**config.mk**
```make
export PLATFORM = sky130hd
export DESIGN_NAME = bf_input_conditioner_flat
export DESIGN_NICKNAME = d
export VERILOG_FILES = /design/src/rtl/bf_input_conditioner_if.sv /design/src/rtl/bf_input_conditioner.sv /design/src/flat_wrapper.sv
export SDC_FILE = /design/constraint.sdc
export NUM_CORES = 1
export LEC_CHECK = 0
export BUFFER_PORTS_ARGS = -buffer_cell sky130_fd_sc_hd__buf_4
export CAP_MARGIN = 20
export CORE_MARGIN = 4
export CORE_UTILIZATION = 50
export CTS_CLUSTER_SIZE = 25
export DETAILED_ROUTE_END_ITERATION = 12
export PLACE_DENSITY = 0.74
export SLEW_MARGIN = 20
export SYNTH_ARGS = -nofsm -noshare
export SYNTH_HDL_FRONTEND = slang
export SYNTH_SLANG_ARGS = --single-unit
```
**constraint.sdc**
```tcl
create_clock -name clk_i -period 1.99 [get_ports clk_i]
set_clock_uncertainty 0.05 [all_clocks]
set_input_delay 0.199 -clock clk_i [delete_from_list [all_inputs] [get_ports clk_i]]
set_output_delay 0.199 -clock clk_i [all_outputs]
set_load 0.02 [all_outputs]
```
**src/rtl/bf_input_conditioner_if.sv**
```systemverilog
// CPU-facing link of the input conditioner: debug view inputs plus the
// start/halt/run controls and the registered debug byte driven back to the board.
interface bf_input_conditioner_if #(
    parameter int ADDR_W      = 4,
    parameter int TAPE_ADDR_W = 3
);
    logic [1:0]             dbg_sel_i;
    logic [ADDR_W-1:0]      pc_i;
    logic [TAPE_ADDR_W-1:0] dp_i;
    logic [7:0]             cell_i;
    logic                   busy_i;
    logic                   start_o;
    logic                   halt_o;
    logic                   running_o;
    logic [7:0]             dbg_o;

    modport master (
        input  dbg_sel_i, pc_i, dp_i, cell_i, busy_i,
        output start_o, halt_o, running_o, dbg_o
    );

    modport slave (
        output dbg_sel_i, pc_i, dp_i, cell_i, busy_i,
        input  start_o, halt_o, running_o, dbg_o
    );
endinterface

```
**src/rtl/bf_input_conditioner.sv**
```systemverilog
// Board front end for TinyBF: synchronises and debounces start/halt buttons into
// one-cycle pulses, tracks the run flag and presents a registered debug byte.
//
// state   | meaning
// --------+-----------------------------------------------
// ST_IDLE | CPU not started, or stopped by a halt pulse
// ST_RUN  | start pulse issued since the last halt pulse
module bf_input_conditioner #(
    parameter int DEBOUNCE_CYCLES = 50000,
    parameter int ADDR_W          = 4,
    parameter int TAPE_ADDR_W     = 3
) (
    input  logic                   clk_i,
    input  logic                   rst_i,
    input  logic                   start_btn_i,
    input  logic                   halt_btn_i,
    bf_input_conditioner_if.master cpu
);

    localparam int CNT_W = (DEBOUNCE_CYCLES > 1) ? $clog2(DEBOUNCE_CYCLES) : 1;
    localparam logic [CNT_W-1:0] CNT_TC = CNT_W'(DEBOUNCE_CYCLES - 1);

    typedef enum logic {
        ST_IDLE = 1'b0,
        ST_RUN  = 1'b1
    } state_t;

    // Bit 0 carries the start button, bit 1 the halt button.
    logic [1:0]             btn;
    logic [1:0]             sync1;
    logic [1:0]             sync2;
    logic [1:0]             stable;
    logic [1:0]             prev;
    logic [1:0]             raw;
    logic [CNT_W-1:0]       cnt [2];
    state_t                 state;
    state_t                 state_next;
    logic                   start_q;
    logic                   halt_q;
    logic                   running;
    logic [7:0]             dbg_q;
    logic [7:0]             dbg_next;
    logic [ADDR_W-1:0]      pc;
    logic [TAPE_ADDR_W-1:0] dp;

    assign btn = {halt_btn_i, start_btn_i};
    assign pc  = cpu.pc_i;
    assign dp  = cpu.dp_i;

    always_ff @(posedge clk_i or negedge rst_i) begin
        if (!rst_i) begin
            sync1 <= '0;
            sync2 <= '0;
        end else begin
            sync1 <= btn;
            sync2 <= sync1;
        end
    end

    // Any sample agreeing with the stable level restarts the count, so the
    // counter tops out at CNT_TC and never wraps.
    always_ff @(posedge clk_i or negedge rst_i) begin
        if (!rst_i) begin
            stable <= '0;
            for (int b = 0; b < 2; b++) begin
                cnt[b] <= '0;
            end
        end else begin
            for (int b = 0; b < 2; b++) begin
                if (sync2[b] != stable[b]) begin
                    if (cnt[b] == CNT_TC) begin
                        stable[b] <= sync2[b];
                        cnt[b]    <= '0;
                    end else begin
                        cnt[b] <= cnt[b] + 1'b1;
                    end
                end else begin
                    cnt[b] <= '0;
                end
            end
        end
    end

    assign raw = stable & ~prev;

    // Halt wins a same-cycle collision; the colliding start is discarded.
    always_ff @(posedge clk_i or negedge rst_i) begin
        if (!rst_i) begin
            prev    <= '0;
            start_q <= 1'b0;
            halt_q  <= 1'b0;
        end else begin
            prev    <= stable;
            start_q <= raw[0] & ~raw[1];
            halt_q  <= raw[1];
        end
    end

    always_ff @(posedge clk_i or negedge rst_i) begin
        if (!rst_i) begin
            state <= ST_IDLE;
        end else begin
            state <= state_next;
        end
    end

    always_comb begin
        state_next = state;
        if (raw[1]) begin
            state_next = ST_IDLE;
        end else if (raw[0]) begin
            state_next = ST_RUN;
        end
    end

    always_comb begin
        running = (state == ST_RUN);
    end

    always_comb begin
        dbg_next = '0;
        unique case (cpu.dbg_sel_i)
            2'd0:    dbg_next = 8'(pc);
            2'd1:    dbg_next = 8'(dp);
            2'd2:    dbg_next = cpu.cell_i;
            default: dbg_next = {cpu.busy_i, running, stable[0], stable[1], 4'b0000};
        endcase
    end

    always_ff @(posedge clk_i or negedge rst_i) begin
        if (!rst_i) begin
            dbg_q <= '0;
        end else begin
            dbg_q <= dbg_next;
        end
    end

    assign cpu.start_o   = start_q;
    assign cpu.halt_o    = halt_q;
    assign cpu.running_o = running;
    assign cpu.dbg_o     = dbg_q;

endmodule

```
**src/flat_wrapper.sv**
```systemverilog
// flat-port wrapper written by rule: the top's interface ports become plain ports
module bf_input_conditioner_flat 
#(
    parameter int DEBOUNCE_CYCLES = 50000,
    parameter int ADDR_W          = 4,
    parameter int TAPE_ADDR_W     = 3
)
  (clk_i, rst_i, start_btn_i, halt_btn_i, cpu_dbg_sel_i, cpu_pc_i, cpu_dp_i, cpu_cell_i, cpu_busy_i, cpu_start_o, cpu_halt_o, cpu_running_o, cpu_dbg_o);
  bf_input_conditioner_if #(.ADDR_W(ADDR_W), .TAPE_ADDR_W(TAPE_ADDR_W)) cpu_i ();
  input  logic clk_i;
  input  logic rst_i;
  input  logic start_btn_i;
  input  logic halt_btn_i;
  input wire logic [$bits(cpu_i.dbg_sel_i)-1:0] cpu_dbg_sel_i;
  input wire logic [$bits(cpu_i.pc_i)-1:0] cpu_pc_i;
  input wire logic [$bits(cpu_i.dp_i)-1:0] cpu_dp_i;
  input wire logic [$bits(cpu_i.cell_i)-1:0] cpu_cell_i;
  input wire logic [$bits(cpu_i.busy_i)-1:0] cpu_busy_i;
  output wire logic [$bits(cpu_i.start_o)-1:0] cpu_start_o;
  output wire logic [$bits(cpu_i.halt_o)-1:0] cpu_halt_o;
  output wire logic [$bits(cpu_i.running_o)-1:0] cpu_running_o;
  output wire logic [$bits(cpu_i.dbg_o)-1:0] cpu_dbg_o;
  assign cpu_i.dbg_sel_i = cpu_dbg_sel_i;
  assign cpu_i.pc_i = cpu_pc_i;
  assign cpu_i.dp_i = cpu_dp_i;
  assign cpu_i.cell_i = cpu_cell_i;
  assign cpu_i.busy_i = cpu_busy_i;
  assign cpu_start_o = cpu_i.start_o;
  assign cpu_halt_o = cpu_i.halt_o;
  assign cpu_running_o = cpu_i.running_o;
  assign cpu_dbg_o = cpu_i.dbg_o;
  bf_input_conditioner #(.DEBOUNCE_CYCLES(DEBOUNCE_CYCLES), .ADDR_W(ADDR_W), .TAPE_ADDR_W(TAPE_ADDR_W)) u_core (.clk_i(clk_i), .rst_i(rst_i), .start_btn_i(start_btn_i), .halt_btn_i(halt_btn_i), .cpu(cpu_i));
endmodule
```
==> results.json <==
{
  "status": "finished, final reports clean",
  "die_h_um": 75.3,
  "totalWireLength_um": 4190,
  "fp.dieArea_um2": 5670,
  "utilization_pct": 62.6,
  "final_hold_viol_count": 0,
  "synth_fp_nets": 232,
  "fmax_mhz": 506,
  "clock_path_buffers": 2,
  "min_from": "cpu_cell_i[0]",
  "irDropWorstVdd_mv": 0.414,
  "core_area_um2": 4380,
  "relSlewSlack_pct": 58.9,
  "synth-seq-cells": 51,
  "hold_class": "in2reg",
  "period_share_pct": 99.3,
  "netlist_area_um2": 2260,
  "fin_nets": 279,
  "grt_start_max_net_pins": 52,
  "syn-instance-count": 208,
  "drive_above_1_share_pct": 21.2,
  "ys.flop_type": "dfrtp_1",
  "async_flop_share_pct": 100,
  "hpwl_um": 2840,
  "cts_tree": "yes",
  "r2r-start": "u_core.cnt[13]",
  "drv_slew": 0,
  "place_congestion": 0.833,
  "worst-endpoint-required_ps": 2130,
  "min_period_ps": 1980,
  "initial_utilization_pct": 51.7,
  "clock_latency_ps": 300,
  "rsz0062_at_grt": "false",
  "n_antenna_cell": 0,
  "cts_made_buffers": 5,
  "postSynthAreaPerCell_um2": 10.9,
  "cts-root-buf": "clkbuf_8",
  "ios": 33,
  "leakage_nw": 1.24,
  "antenna_found_initial": 0,
  "routed_via_density": 5.37,
  "cts_htree_levels": 2,
  "p_sw_share_pct": 21.1,
  "final_common_cell": "dfrtp_1",
  "grt_usage_pct": 16.7,
  "drt_iter0_drc": 68,
  "tightest_slew_ps": 616,
  "setup_violations": 0,
  "path_class": "reg2reg",
  "intPower_mw": 1.49,
  "grt_pass1_vias": 1668,
  "pwr-share-comb_pct": 7.3,
  "rows": 24,
  "start_kind": "flop",
  "gr-total-overflow": 0,
  "grt_pass1_wl_um": 7200,
  "route.detailed.drc": 0,
  "routedWlPerCell_um": 13.6,
  "p_sw_mw": 0.400,
  "p_clk_share_pct": 36.0,
  "ys.warnings.count": 0,
  "power_density_nw_per_um2": 691,
  "layout_common_cells": "51 x dfrtp_1, 41 x buf_4, 37 x nor2_1",
  "synth-edff-count": 0,
  "seqPwrFrac_pct": 56.7,
  "r2r-end": "u_core.stable[1]",
  "drtAntennaViolNets": 0,
  "fp.dieW_um": 75.3,
  "maxCapViolations": 0,
  "yosys.cell_types.count": 32,
  "end_kind": "flop",
  "worstRegToRegCells": 3,
  "io_buffers": 32,
  "arrival_ps": 2110,
  "clk_pin_slew_ps": 90,
  "dr_total_vias": 1650,
  "worstPathMaxFanout": 3,
  "total_power_mw": 1.89,
  "fin_setup_tns_ps": 0,
  "seq_area_frac_synth_pct": 56.4,
  "post_cts_buffers": 0,
  "syn_to_final_growth_pct": 21.2,
  "rrSetupSlack_ps": 10,
  "cts_sinks": 51,
  "holdPathEnd": "u_core.cpu.dbg_o[0]",
  "whs_path_depth": 3,
  "firstDrtPassIters": 4
}
-- how the worst max path moves through the flow --
stage / startpoint / end / cells past startpoint
2_1_floorplan: u_core.cnt[10] / u_core.stable[1] / 3
3_3_place_gp: u_core.cnt[10] / u_core.stable[1] / 3
3_5_place_dp: u_core.cnt[10] / u_core.stable[1] / 3
6_report: u_core.cnt[13] / u_core.stable[1] / 3
4_1_cts: u_core.cnt[10] / u_core.stable[1] / 3
5_1_grt: u_core.cnt[13] / u_core.stable[1] / 3
-- Yosys cell counts (2+ instances only) --
cell type	number	area (um^2)
nand2_1	9	33.8
nor4_1	9	56.3
xor2_1	7	61.3
nor3_1	6	30.0
nand4_1	8	50.1
nor2b_1	6	37.5
xnor2_1	22	193
inv_1	6	22.5
dfrtp_1	51	1280
mux2i_1	8	80.1
ha_1	2	25.0
clkbuf_1	2	7.51
o21ai_0	4	20.0
nand3_1	13	65.1
a21oi_1	2	10.0
nor2_1	37	139
-- logic make-up after synthesis --
logic type               after synthesis  synth area share, %
buffers and inverters                 10                 2.15
AO/OA/AOI/OAI                          7                 2.04
adder cells (fa/ha/maj)                2                 1.10
AND/OR/NAND/NOR                       99                 22.4
flip-flops                            51                 56.4
XOR/XNOR                              29                 11.2
multiplexers                          10                 4.70
-- cell type report --
| cell class | instances | area, um^2 |
|---|---|---|
| Tap cell | 52 | 65.1 |
| Sequential cell | 51 | 1280 |
| Fill cell | 353 | 1640 |
| Clock buffer | 6 | 72.6 |
| Inverter | 6 | 22.5 |
| Multi-Input combinational cell | 147 | 940 |
| Clock inverter | 1 | 30.0 |
| Timing Repair Buffer | 44 | 338 |
-- per-layer routing --
metal  share of wire [%]  GRT usage (%)  routed length (um)
met1                  42           19.2                1760
met2                  52           29.5                2160
met3                 3.9           3.56                 162
met4                 2.6           7.77                 110
met5                   0              0                   0
-- state kept, by name, indices dropped and copies added (netlist names) --
| signal | flops |
|---|---|
| u_core.cnt | 32 |
| u_core.cpu.dbg_o | 8 |
| u_core.cpu.halt_o | 1 |
| u_core.cpu.running_o | 1 |
| u_core.cpu.start_o | 1 |
| u_core.prev | 2 |
| u_core.stable | 2 |
| u_core.sync1 | 2 |
| u_core.sync2 | 2 |
-- timing repair --
item,4_1_cts,5_1_grt
hold endpoints to repair,53,0
setup endpoints to repair,0,4
hold buffers,3,0
resized for setup,0,0
-- critical path, cell delays in order, from the launching register on --
cell and delay, ps:
dfrtp_1 420, or4b_4 510, or4_4 560, mux2_4 310
-- metrics by stage --
stage	hold WS [ps]	worst slack [ps]	area (um^2)	cells
after floorplan	-147	39.1	2260	208
after global placement	205	71.7	2610	297
after detailed placement	208	56.8	2610	297
after CTS	46.8	35.5	2740	307
after global routing	52.9	9.76	2740	307
final	50.7	14.8	2740	307
-- power by group through the flow --
stage | Combinational [mW] | Sequential [mW] | Clock [mW]
CTS | 0.143 | 1.07 | 0.702
detailed placement | 0.138 | 1.09 | 0
finish | 0.139 | 1.07 | 0.681
global route | 0.159 | 1.08 | 0.737
global placement | 0.136 | 1.09 | 0
floorplan | 0.0487 | 1.11 | 0
Power figures use the tool's default switching activity.
